## src/rtl/pipe_ctrl.sv

```systemverilog
// Pipeline sequencer for the five-stage MIPS32 core: stall vector, flush/redirect,
// multi-cycle divider hold FSM and a saturating stall-cycle counter.
module pipe_ctrl #(
  parameter int          MULTI_CYCLES = 32,
  parameter logic [31:0] EXC_VECTOR   = 32'h00000020,
  parameter logic [31:0] ERET_CODE    = 32'h0000000e,
  parameter int          CNT_W        = 16
) (
  input  logic             clk,
  input  logic             rst,
  input  logic             stallreq_id,
  input  logic             stallreq_ex,
  input  logic             multi_start,
  input  logic [31:0]      excepttype_i,
  input  logic [31:0]      cp0_epc_i,
  output logic [5:0]       stall,
  output logic             flush,
  output logic [31:0]      new_pc,
  output logic             busy,
  output logic             multi_done,
  output logic [CNT_W-1:0] stall_cnt
);

  localparam int CW = $clog2(MULTI_CYCLES);
  localparam logic [5:0] STALL_EX = 6'b001111;
  localparam logic [5:0] STALL_ID = 6'b000111;

  typedef enum logic {RUN, MULTI} state_t;

  state_t        state, state_nx;
  logic [CW-1:0] count, count_nx;

  always_comb begin
    state_nx   = state;
    count_nx   = count;
    stall      = '0;
    flush      = 1'b0;
    new_pc     = '0;
    busy       = 1'b0;
    multi_done = 1'b0;
    if (!rst) begin
      busy = (state == MULTI);
      if (excepttype_i != '0) begin
        flush    = 1'b1;
        new_pc   = (excepttype_i == ERET_CODE) ? cp0_epc_i : EXC_VECTOR;
        state_nx = RUN;
        count_nx = '0;
      end else if (state == MULTI) begin
        if (count != '0) begin
          stall    = STALL_EX;
          count_nx = count - CW'(1);
        end else begin
          multi_done = 1'b1;
          state_nx   = RUN;
        end
      end else if (multi_start) begin
        // Start cycle plus MULTI_CYCLES-1 held cycles gives MULTI_CYCLES stalls in total
        stall    = STALL_EX;
        count_nx = CW'(MULTI_CYCLES - 1);
        state_nx = MULTI;
      end else if (stallreq_ex) begin
        stall = STALL_EX;
      end else if (stallreq_id) begin
        stall = STALL_ID;
      end
    end
  end

  always_ff @(posedge clk) begin
    if (rst) begin
      state     <= RUN;
      count     <= '0;
      stall_cnt <= '0;
    end else begin
      state <= state_nx;
      count <= count_nx;
      if (stall != '0 && stall_cnt != '1)
        stall_cnt <= stall_cnt + CNT_W'(1);
    end
  end

endmodule
```

## config.mk

```make
export PLATFORM = sky130hd
export DESIGN_NAME = pipe_ctrl
export DESIGN_NICKNAME = d
export VERILOG_FILES = /design/src/rtl/pipe_ctrl.sv
export SDC_FILE = /design/constraint.sdc
export NUM_CORES = 1
export LEC_CHECK = 0
export BUFFER_PORTS_ARGS = -buffer_cell sky130_fd_sc_hd__buf_2
export CAP_MARGIN = 20
export CORE_MARGIN = 3
export CORE_UTILIZATION = 40
export DETAILED_ROUTE_END_ITERATION = 7
export PLACE_DENSITY_LB_ADDON = 0.3
export SETUP_SLACK_MARGIN = 0.15
export SLEW_MARGIN = 20
export SYNTH_ARGS = -nofsm -noshare
export SYNTH_HDL_FRONTEND = slang
export SYNTH_SLANG_ARGS = --single-unit
```

## constraint.sdc

```tcl
create_clock -name clk -period 3.9 [get_ports clk]
set_clock_uncertainty 0.05 [all_clocks]
set_input_delay 0.78 -clock clk [delete_from_list [all_inputs] [get_ports clk]]
set_output_delay 0.78 -clock clk [all_outputs]
set_load 0.05 [all_outputs]
```

Word-level counts from Yosys, hierarchy flattened
Index checks and enable logic that the tools add are counted.
{"block": "word_totals", "reg_bits": 22, "in_bits": 69, "output_inout_bits": 57, "elab_cells": 38}
{"block": "op_classes", "add_sub_neg": 2, "n_eq_ne": 3, "n_mux": 23, "reduce_logical": 7}
{"cell": "$mux W32", "count": 3}
{"cell": "$eq A32 B4 Y1 const B", "count": 1}
{"cell": "$reduce_bool A32 Y1", "count": 1}
{"cell": "$mux W6", "count": 3}
{"cell": "$add A16 B1 Y16 const B", "count": 1}
{"cell": "$ne A16 B16 Y1 const B", "count": 1}
{"cell": "$mux W5", "count": 3}
{"cell": "$mux W4", "count": 3}
{"cell": "$mux W1", "count": 10}
{"cell": "$reduce_bool A6 Y1", "count": 1}
{"cell": "$reduce_bool A5 Y1", "count": 1}
{"cell": "$sub A5 B1 Y5 const B", "count": 1}
{"cell": "$mux W3", "count": 1}
{"cell": "$ne A2 B1 Y1 const B", "count": 1}
{"cell": "$reduce_and A2 Y1", "count": 1}
{"cell": "$reduce_bool A2 Y1", "count": 1}
{"cell": "$reduce_or A2 Y1", "count": 1}
{"cell": "$logic_and A1 B1 Y1", "count": 1}

Logic depth before layout (Yosys ltp)
{"block": "logic_depth", "depth_word": 8, "ltp_mapped": 8, "mapped_depth_nobuf": 7}

Worst setup path after synthesis
OpenSTA, ideal clock, no wires.
{"block": "synth_timing", "kind": "input-to-output", "start": "in excepttype_i[9]", "end": "out stall[3]", "arrival_time_ns": 3.448, "t_required_ns": 3.070, "slack_ns": -0.378, "cell_stages": 5, "path_buffers": 1, "cell_sequence": "or4_4 -> nor4_4 -> nand2_2 -> buf_4 -> nor4_1"}
{"block": "synth_via", "elab_chain_cells": 3}
{"element": "from (decl)", "line": "14", "source": "input logic [31:0] excepttype_i,"}
{"element": "$reduce_bool A32 Y1", "line": "43", "source": "if (excepttype_i != '0) begin"}
{"element": "$mux W6", "line": "43"}
{"element": "$mux W6", "line": "41", "source": "if (!rst) begin"}
{"element": "to (decl)", "line": "16", "source": "output logic [5:0] stall,"}
Every way passes these cells.

Worst setup path after layout
{"block": "layout_timing", "start": "in excepttype_i[9]", "end": "out new_pc[30]"}
{"block": "layout_via", "elab_chain_cells": 4, "elab_cells_between_ends": 5, "cone_classes": "1 x eq/ne; 3 x mux; 1 x reduce/logical"}
{"element": "$eq A32 B4 Y1", "line": "45", "source": "new_pc = (excepttype_i == ERET_CODE) ? cp0_epc_i : EXC_VECTOR;"}
{"element": "$mux W32", "line": "45"}
{"element": "$mux W32 *", "line": "43"}
{"element": "$mux W32 *", "line": "41"}
{"element": "to (decl)", "line": "18", "source": "output logic [31:0] new_pc,"}
Mark *: on every way between the ends. The rest lies on a longest branch, timed or not.

==> results.cfg <==
[status]
status = finished, final reports clean

[placed_design]
gp_congestion = 0.8731
hpwlAfterDp_um = 3872
place_area_um2 = 2210
port-buffer-count = 123
preCtsSetupSlack_ns = 0.4169

[global_route]
use_met2_pct = 36.35
grt_use_total_pct = 20.13
grt_pass1_wl_um = 7196
top_usage_layer = met2
use_met1_pct = 23.45
use_met3_pct = 3.120
grt_pass1_vias = 1722
overflow = 0
antenna_found_initial = 0
grt_max_degree = 32

[clocking]
ctsLongestPathBuffers = 2
ctsRootBufferMaster = clkbuf_8
hold_buffers = 0
ctsResizeCount = 0
post_cts_buffers = 0
clkSinkCount = 22
path_clk_slew_ns = 0.07
cts_htree_levels = 1
cts_tree = yes
cts_inserted_buffers = 3
insertion_delay_ns = 0.25

[timing]
rsz0062_at_grt = no
slew_viol_final = 0
setup_slack_ns = 0.4355
fin_crit_ns = 3.465
fin_setup_tns_ns = 0
setup_viol = 0
fmax_ghz = 0.2886
final_hold_viol_count = 0
fin_crit_sh_pct = 88.83

[synth]
syn_inst = 203
yosys_warnings = 0
seq_area_frac_synth_pct = 28.25
synth_flop_cell = dfxtp_1
synth-edff-count = 0
netlist_area_um2 = 1559
synth_cell_types = 41
syn_avg_cell_area_um2 = 7.680
async_flop_share_pct = 0
yosys_register_bits = 22

[cells_and_area]
fin_area_um2 = 2251
nNetsFinal = 393
fill_cells = 351
multi_input_area_um2 = 1045
drive_gt1_share_pct = 43.44
areaGrowthSynthToFinish_pct = 44.38
antenna_cells = 0
regArea_um2 = 440.4

[pwr]
ir_drop_mv = 0.1213
leakagePower_nw = 1.106
cellPowerDensity_nw_per_um2 = 186.7

[detailed_routing]
totalWireLength_um = 4769
drt_iter0_markers = 63
firstDrtPassIters = 4
vias = 1958
drc = 0
viasPerCell = 5.321
ant_nets = 0
wl_per_cell_um = 12.96

[setup_path]
cp-end-kind = output pin
cp_max_fo = 31
cp.arrival_ns = 2.63
worst_ep_required_time_ns = 3.07
critical_path_class = primary input to output pin
crit_path_start_kind = primary input
r2r_cells = 7
rrSetupSlack_ns = 1.70
worstReg2RegEnd = stall_cnt[14]
r2r-start = count[0]

[flow_run]
cap_viol_max_count = 0

[die]
num_io_pins = 126
rows = 22
die_w_um = 68.43
core-area_um2 = 3716
die_y_um = 68.43
initial_core_util_pct = 41.95
fp.dieArea_um2 = 4683

[hold_path]
hold_path.class = register to register
holdPathStages = 2
holdPathEnd = stall_cnt[15]
hp-start = stall_cnt[15]
## synthesized netlist by cell type, types with 2 or more instances
| library cell | number | area, um^2 |
|---|---|---|
| and2_1 | 33 | 206.5 |
| dfxtp_1 | 22 | 440.4 |
| a21oi_1 | 17 | 85.08 |
| nor2_1 | 16 | 60.06 |
| o21ai_0 | 8 | 40.04 |
| or3_1 | 8 | 50.05 |
| or4_1 | 8 | 60.06 |
| and4_1 | 7 | 61.31 |
| clkbuf_1 | 7 | 26.28 |
| nand4_1 | 7 | 43.79 |
| nand3_1 | 6 | 30.03 |
| o31ai_1 | 6 | 45.04 |
| buf_4 | 5 | 37.54 |
| inv_1 | 5 | 18.77 |
| nand2_1 | 5 | 18.77 |
| nor3_1 | 5 | 25.02 |
| nor4_1 | 5 | 31.28 |
| a211oi_1 | 3 | 22.52 |
| and3_1 | 3 | 18.77 |
| nor2b_1 | 3 | 18.77 |
| a311oi_1 | 2 | 17.52 |
| ha_1 | 2 | 25.02 |
| or4_4 | 2 | 22.52 |
## cell families after synthesis
logic type	after synthesis	share of synthesized area, %
buf+inv	19	5.859
flops	22	28.25
xor+xnor	1	0.5619
simple gates	115	45.83
other cells	1	0.2405
fa+ha+maj	2	1.605
compound gates	42	16.93
mux	1	0.7223
## through the flow
stage	hold slack, ns	utilization [%]	instances	power (mW)
after global placement	0.4281	59.46	365	0.2892
after CTS	0.4412	60.57	368	0.4243
after global routing	0.4839	60.57	368	0.4378
after detailed placement	0.4304	59.46	365	0.2900
final	0.4407	60.57	368	0.4201
after floorplan	0.4145	-	204	0.2530
## sequential cells by signal, summed over array words and instances (netlist names)
signal and count:
state 1, count 5, stall_cnt 16
## report_power, final
part | internal [mW] | total (mW) | switching [mW] | leakage (nW)
Sequential | 0.224 | 0.224 | 0.0000000000212 | 0.177
Combinational | 0.0306 | 0.0598 | 0.0292 | 0.908
Clock | 0.0688 | 0.136 | 0.0671 | 0.0216
Total | 0.324 | 0.420 | 0.0963 | 1.11
## critical path: stages
cell,delay (ns)
buf_2,0.09
or4_4,0.55
nor4_4,0.36
nand2_2,0.10
nor2_1,0.10
buf_4,0.24
and2_1,0.15
buf_2,0.26
## metal layers
layer,up-vias,share of wire (%),wire length (um)
met5,-,0,0
met4,0,1.3,61
met1,867,41,1937
met2,101,49,2357
li1,986,-,-
met3,4,8.6,412
## placed cells by master, fill, tap and decap left out, types with 3 or more instances in the layout
master / instances
a211oi_1: 3
a21oi_1: 17
and2_1: 33
and3_1: 3
and4_1: 7
buf_2: 123
buf_4: 4
clkbuf_8: 3
dfxtp_1: 22
inv_1: 5
nand2_1: 5
nand3_1: 6
nand4_1: 7
nor2_1: 15
nor2b_1: 3
nor3_1: 4
nor4_1: 4
o21ai_0: 8
o31ai_1: 6
or3_1: 8
or4_1: 8
## area by class of cell
type,count,share of cell area [%]
Tap cell,48,2.668
Timing Repair Buffer,127,28.68
Clock buffer,3,1.834
Multi-Input combinational cell,163,46.41
Inverter,5,0.8338
Sequential cell,22,19.57
## worst max-delay path by stage
stage | start | to
after floorplan | excepttype_i[9] | stall[3]
after global placement | excepttype_i[9] | new_pc[15]
after detailed placement | excepttype_i[9] | new_pc[30]
after CTS | excepttype_i[9] | new_pc[30]
after global routing | excepttype_i[9] | new_pc[3]
final | excepttype_i[9] | new_pc[30]
(Power assumes the default switching activity.)
